File: config.mk
export PLATFORM = sky130hd
export DESIGN_NAME = stopwatch_core
export DESIGN_NICKNAME = d
export VERILOG_FILES = /design/src/rtl/stopwatch_pkg.sv /design/src/rtl/bcd_digit_counter.sv /design/src/rtl/stopwatch_core.sv
export SDC_FILE = /design/constraint.sdc
export NUM_CORES = 1
export LEC_CHECK = 0
export ABC_AREA = 1
export CAP_MARGIN = 30
export CELL_PAD_IN_SITES_DETAIL_PLACEMENT = 1
export CELL_PAD_IN_SITES_GLOBAL_PLACEMENT = 2
export CORE_ASPECT_RATIO = 1.25
export CORE_UTILIZATION = 29
export DETAILED_ROUTE_END_ITERATION = 7
export GPL_ROUTABILITY_DRIVEN = 1
export MAX_ROUTING_LAYER = met4
export PLACE_DENSITY = 0.81
export SYNTH_ARGS = -nofsm -noshare
export SYNTH_HDL_FRONTEND = slang
export SYNTH_SLANG_ARGS = --single-unit
File: constraint.sdc
create_clock -name clock -period 2.1 [get_ports clock]
set_input_delay 0.42 -clock clock [delete_from_list [all_inputs] [get_ports clock]]
set_output_delay 0.42 -clock clock [all_outputs]
set_load 0.03 [all_outputs]
File: src/rtl/stopwatch_pkg.sv
// rtl/stopwatch_pkg.sv - shared state, digit limits and BCD count types for the stopwatch core
package stopwatch_pkg;

  localparam int BCD_W = 4;
  localparam logic [BCD_W-1:0] DIG_MAX_ONES = 4'd9;
  localparam logic [BCD_W-1:0] DIG_MAX_TENS = 4'd5;

  typedef enum logic [1:0] {
    IDLE,
    RUN,
    PAUSE,
    LAP
  } state_t;

  typedef struct packed {
    logic [BCD_W-1:0] m_tens;
    logic [BCD_W-1:0] m_ones;
    logic [BCD_W-1:0] s_tens;
    logic [BCD_W-1:0] s_ones;
    logic [BCD_W-1:0] cs_tens;
    logic [BCD_W-1:0] cs_ones;
  } bcd_count_t;

  localparam bcd_count_t ZERO_COUNT = '0;

  // Anything at or above the limit folds back to zero, so a digit can never leave BCD range.
  function automatic logic [BCD_W-1:0] bcd_step(input logic [BCD_W-1:0] digit,
                                                input logic [BCD_W-1:0] max_val);
    bcd_step = (digit >= max_val) ? '0 : digit + 1'b1;
  endfunction

endpackage

File: src/rtl/bcd_digit_counter.sv
// rtl/bcd_digit_counter.sv - one BCD digit of the count chain, wraps at MAX_VAL and carries out
module bcd_digit_counter
  import stopwatch_pkg::*;
#(
  parameter logic [BCD_W-1:0] MAX_VAL = DIG_MAX_ONES
) (
  input  logic             clock,
  input  logic             rst,
  input  logic             clr,
  input  logic             inc,
  output logic [BCD_W-1:0] digit,
  output logic [BCD_W-1:0] digit_d,
  output logic             carry
);

  logic [BCD_W-1:0] digit_q;

  // digit_d is exported so the parent can register the display in the same edge as the count.
  always_comb begin
    digit_d = digit_q;
    if (clr) begin
      digit_d = '0;
    end else if (inc) begin
      digit_d = bcd_step(digit_q, MAX_VAL);
    end
  end

  always_ff @(posedge clock) begin
    if (rst) begin
      digit_q <= '0;
    end else begin
      digit_q <= digit_d;
    end
  end

  assign digit = digit_q;
  assign carry = inc & ~clr & (digit_q >= MAX_VAL);

endmodule

File: src/rtl/stopwatch_core.sv
// rtl/stopwatch_core.sv - stopwatch timing core: clk_in tick extraction, control FSM, BCD count
// Optional lap feature: define STOPWATCH_LAP_EN to build the LAP state, lap register and lap_active.
module stopwatch_core
  import stopwatch_pkg::*;
#(
  parameter int SYNC_STAGES = 2
) (
  input  logic       clock,
  input  logic       rst,
  input  logic       clk_in,
  input  logic       start_stop,
  input  logic       lap,
  input  logic       clear,
  output logic [3:0] cs_ones,
  output logic [3:0] cs_tens,
  output logic [3:0] s_ones,
  output logic [3:0] s_tens,
  output logic [3:0] m_ones,
  output logic [3:0] m_tens,
  output logic       running,
  output logic       lap_active,
  output logic       overflow
);

  logic [SYNC_STAGES-1:0] sync_q, sync_d;
  logic       prev_q;
  logic       ss_btn_q, clr_btn_q;
  state_t     state_q, state_d;
  bcd_count_t disp_q, disp_d;
  logic       running_q, running_d;
  logic       lap_active_q, lap_active_d;
  logic       overflow_q, overflow_d;

  bcd_count_t live, nxt;
  logic       tick, ss_press, clr_press, count_en;
  logic       c_cs1, c_cs10, c_s1, c_s10, c_m1, c_m10;

`ifdef STOPWATCH_LAP_EN
  logic       lap_btn_q, lap_press;
  bcd_count_t lap_reg_q, lap_reg_d;
  assign lap_press = lap & ~lap_btn_q;
`else
  logic       lap_unused;
  assign lap_unused = lap;
`endif

  assign tick      = sync_q[SYNC_STAGES-1] & ~prev_q;
  assign ss_press  = start_stop & ~ss_btn_q;
  assign clr_press = clear & ~clr_btn_q;
  // The state before this edge's transition decides whether the tick counts.
  assign count_en  = tick & ~clr_press & ((state_q == RUN) || (state_q == LAP));

  bcd_digit_counter #(.MAX_VAL(DIG_MAX_ONES)) u_cs_ones (
    .clock(clock), .rst(rst), .clr(clr_press), .inc(count_en),
    .digit(live.cs_ones), .digit_d(nxt.cs_ones), .carry(c_cs1)
  );
  bcd_digit_counter #(.MAX_VAL(DIG_MAX_ONES)) u_cs_tens (
    .clock(clock), .rst(rst), .clr(clr_press), .inc(c_cs1),
    .digit(live.cs_tens), .digit_d(nxt.cs_tens), .carry(c_cs10)
  );
  bcd_digit_counter #(.MAX_VAL(DIG_MAX_ONES)) u_s_ones (
    .clock(clock), .rst(rst), .clr(clr_press), .inc(c_cs10),
    .digit(live.s_ones), .digit_d(nxt.s_ones), .carry(c_s1)
  );
  bcd_digit_counter #(.MAX_VAL(DIG_MAX_TENS)) u_s_tens (
    .clock(clock), .rst(rst), .clr(clr_press), .inc(c_s1),
    .digit(live.s_tens), .digit_d(nxt.s_tens), .carry(c_s10)
  );
  bcd_digit_counter #(.MAX_VAL(DIG_MAX_ONES)) u_m_ones (
    .clock(clock), .rst(rst), .clr(clr_press), .inc(c_s10),
    .digit(live.m_ones), .digit_d(nxt.m_ones), .carry(c_m1)
  );
  bcd_digit_counter #(.MAX_VAL(DIG_MAX_TENS)) u_m_tens (
    .clock(clock), .rst(rst), .clr(clr_press), .inc(c_m1),
    .digit(live.m_tens), .digit_d(nxt.m_tens), .carry(c_m10)
  );

  always_comb begin
    sync_d  = {sync_q[SYNC_STAGES-2:0], clk_in};
    state_d = state_q;
`ifdef STOPWATCH_LAP_EN
    lap_reg_d = lap_reg_q;
`endif
    if (clr_press) begin
      state_d = IDLE;
`ifdef STOPWATCH_LAP_EN
      lap_reg_d = ZERO_COUNT;
`endif
    end else if (ss_press) begin
      case (state_q)
        IDLE:    state_d = RUN;
        RUN:     state_d = PAUSE;
        PAUSE:   state_d = RUN;
        default: state_d = PAUSE;
      endcase
    end
`ifdef STOPWATCH_LAP_EN
    else if (lap_press) begin
      // Latch the pre-increment value even when a tick lands on this edge.
      if (state_q == RUN) begin
        state_d   = LAP;
        lap_reg_d = live;
      end else if (state_q == LAP) begin
        state_d = RUN;
      end
    end
`endif

    running_d  = (state_d == RUN) || (state_d == LAP);
    overflow_d = c_m10;
`ifdef STOPWATCH_LAP_EN
    lap_active_d = (state_d == LAP);
    disp_d       = (state_d == LAP) ? lap_reg_d : nxt;
`else
    lap_active_d = 1'b0;
    disp_d       = nxt;
`endif
  end

  always_ff @(posedge clock) begin
    if (rst) begin
      sync_q       <= '0;
      prev_q       <= 1'b0;
      ss_btn_q     <= 1'b0;
      clr_btn_q    <= 1'b0;
      state_q      <= IDLE;
      disp_q       <= ZERO_COUNT;
      running_q    <= 1'b0;
      lap_active_q <= 1'b0;
      overflow_q   <= 1'b0;
`ifdef STOPWATCH_LAP_EN
      lap_btn_q    <= 1'b0;
      lap_reg_q    <= ZERO_COUNT;
`endif
    end else begin
      sync_q       <= sync_d;
      prev_q       <= sync_q[SYNC_STAGES-1];
      ss_btn_q     <= start_stop;
      clr_btn_q    <= clear;
      state_q      <= state_d;
      disp_q       <= disp_d;
      running_q    <= running_d;
      lap_active_q <= lap_active_d;
      overflow_q   <= overflow_d;
`ifdef STOPWATCH_LAP_EN
      lap_btn_q    <= lap;
      lap_reg_q    <= lap_reg_d;
`endif
    end
  end

  assign cs_ones    = disp_q.cs_ones;
  assign cs_tens    = disp_q.cs_tens;
  assign s_ones     = disp_q.s_ones;
  assign s_tens     = disp_q.s_tens;
  assign m_ones     = disp_q.m_ones;
  assign m_tens     = disp_q.m_tens;
  assign running    = running_q;
  assign lap_active = lap_active_q;
  assign overflow   = overflow_q;

endmodule

==> summary.txt <==
Yosys
  • Count leader, synth: dfxtp_1
  • Mapped cell area: 1650 um2
  • Register area share after synthesis: 0.375
  • Top-area cell type share of the netlist area: 0.375
  • Top post-synthesis cells by area: dfxtp_1, ha_1, inv_1, nand2_1, nor2_1
  • Mapped Nets: 224
  • Synth cell count leaders: dfxtp_1, inv_1, nand2_1
  • Post-synth top area cell: dfxtp_1
  • Warnings from Yosys: 0
  • Flops & latches, synth: 31
  • EDFF count, synth: 0
  • Cells after Synth: 200
  • Unique masters post-synth: 31
  • Mean area per synthesized cell: 8.27 um2
  • Ys flop type: dfxtp_1
  • Ys async rst share: 0

Layout
  • Nets@finish: 264
  • Design area: 2130 um2
  • Share of layout cells above drive strength 1: 0.142
  • Area grow syn2layout: 28.9%
  • # fillers: 684
  • Antenna cells: 0

Clock network
  • Worst-path clk slew: 0.06 ns
  • CTS H-tree lvls: 2
  • Cts hold-fix bufs: 0
  • Clock sinks: 31
  • CTS tree: yes
  • Setup bufs post-CTS: 0
  • Clock Latency Late Sink: 0.27 ns
  • Total CTS buffers: 5
  • CTS resizes: 0
  • Longest Clk Path Bufs: 2
  • Clock root buffer: clkbuf_8

Critical path
  • Delay-heaviest family, CP: buffers and inverters
  • CP Launch Type: flop
  • CP Data Arrival Time: 1.42 ns
  • Worst reg2reg setup slack: 0.40 ns
  • CP cell instances: clkdlybuf4s50_1
  • CP Max Fanout: 6
  • Setup Crit Path Kind: reg2out
  • CP peak stage delay: 0.71 ns
  • Worst Setup End Kind: output port
  • Buf/Inv on CP: 1
  • CP required: 1.68 ns
  • Slowest cell on crit path: clkdlybuf4s50_1

Placement
  • DPL Wire Length: 2620 um
  • IO buf count: 30
  • RD Place Congestion: 0.708
  • Placed cell area: 2060 um2

Routing
  • ANT nets after route: 0
  • DRC viols: 0
  • Iter 0 DRT Violations: 8
  • Wire per inst: 11.0 um
  • DRT Pass-1 Iters: 3
  • Final wirelength: 3320 um
  • Vias post-DR: 1373
  • Vias per cell: 4.53

STA
  • Clock skew: 0.00402 ns
  • Fin Hold WS: 0.404 ns
  • Final period util: 0.877
  • Setup violators final: 0
  • Fmax: 0.543 GHz
  • Fin crit period: 1.84 ns
  • Final setup TNS: 0 ns
  • RSZ-0062 raised after global routing: false
  • Final Hold Vio Count: 0
  • Fin. max-slew vios: 0

Pwr
  • Clk network pwr share: 0.391
  • P_leak: 0.856 nW
  • Part of the power in registers: 0.559
  • Comb power frac: 0.050
  • Sw Ratio: 0.219
  • P per Cell Area: 502 nW/um2
  • Int Power: 0.000835 W
  • Worst VDD drop: 0.294 mV
  • Psw: 0.000234 W

Global routing
  • Initial antenna violation count: 0
  • GRT Total Usage: 0.128
  • Grt total ovfl: 0
  • Global-route wire length before repair: 5980 um
  • Largest net degree at the start of global routing: 12
  • Vias in the first global route: 1376

Min path
  • Hold Crit Class: reg2reg

Outcome
  • Status: complete, no violations

Floorplan
  • IO Pins: 33
  • Row count: 30
  • Die area: 6010 um2
  • Core Area: 5480 um2
  • Initial Util: 0.302
  • Die height: 86.4 um
  • Die W: 69.6 um

Flow run
  • Max-Cap Viols: 0
[cell families (layout without fill, tap and decap cells)]
logic type,count (synthesis),in the layout,synth area share
AND/OR/NAND/NOR,80,80,0.261
buffers and inverters,34,73,0.0802
AO/OA/AOI/OAI,31,31,0.119
flip-flops,31,31,0.375
adder cells (fa/ha/maj),18,18,0.136
XOR/XNOR,5,5,0.0265
other,1,1,0.00227
[sequential cells by signal (all words and copies together), names as in the netlist]
register and count:
clr_btn_q 1, overflow 1, prev_q 1, ss_btn_q 1, state_q 1, sync_q 2, u_cs_ones.digit 4, u_cs_tens.digit 4
u_m_ones.digit 4, u_m_tens.digit 4, u_s_ones.digit 4, u_s_tens.digit 4
[routing by layer]
layer  track usage  up-vias  share of wire
li1              -      711              -
met4        0.0445        0          0.015
met1         0.138      632           0.45
met3        0.0360        6          0.038
met2         0.225       24           0.50
met5             -        -              0
[placed cells by master, fill, tap and decap left out, drive strengths merged]
cell type      netlist  layout
nor3                 1       1
nand4                5       5
a21boi               1       1
a41oi                1       1
and3                 2       2
xnor2                1       1
inv                 32      32
nand3               12      12
buf                  2       5
o21ai                8       8
a21oi               19      19
ha                  18      18
dfxtp               31      31
clkbuf               0       6
clkdlybuf4s50        0      30
nor2                30      30
xor2                 4       4
conb                 1       1
a211oi               2       2
nand2               30      30
[power by group through the flow]
stage	clock, W	combinational [W]	sequential (W)
after global placement	0	0.0000549	0.000611
after floorplan	0	0.0000303	0.000613
after global routing	0.000472	0.0000601	0.000598
final	0.000418	0.0000539	0.000598
after detailed placement	0	0.0000553	0.000611
after CTS	0.000444	0.0000556	0.000598
[area by class of cell]
cell class / instances / area, um2 / area share
sequential: 31 / 621 / 0.291
multi-input combinational: 135 / 901 / 0.423
clock buffer: 6 / 72.6 / 0.0340
timing repair buffer: 35 / 338 / 0.158
tap: 64 / 80.1 / 0.0376
inverter: 32 / 120 / 0.0563
[path summary, 6_finish.rpt]
path	cells after the start	start	to
max reg2reg	9	u_s_tens.digit[0]	u_m_tens.digit[3]
min reg2reg	2	sync_q[0]	sync_q[1]
min	2	sync_q[0]	sync_q[1]
max	1	u_cs_tens.digit[0]	cs_tens[0]
[metrics by stage]
| step | std cells | setup slack, ns | power, W | util |
|---|---|---|---|---|
| final | 303 | 0.257 | 0.00107 | 0.389 |
| after global routing | 303 | 0.180 | 0.00113 | 0.389 |
| after CTS | 303 | 0.233 | 0.00110 | 0.389 |
| after detailed placement | 297 | 0.185 | 0.000666 | 0.376 |
| after global placement | 297 | 0.188 | 0.000665 | 0.376 |
| after floorplan | 200 | 0.357 | 0.000643 | - |
(Power assumes the default switching activity.)
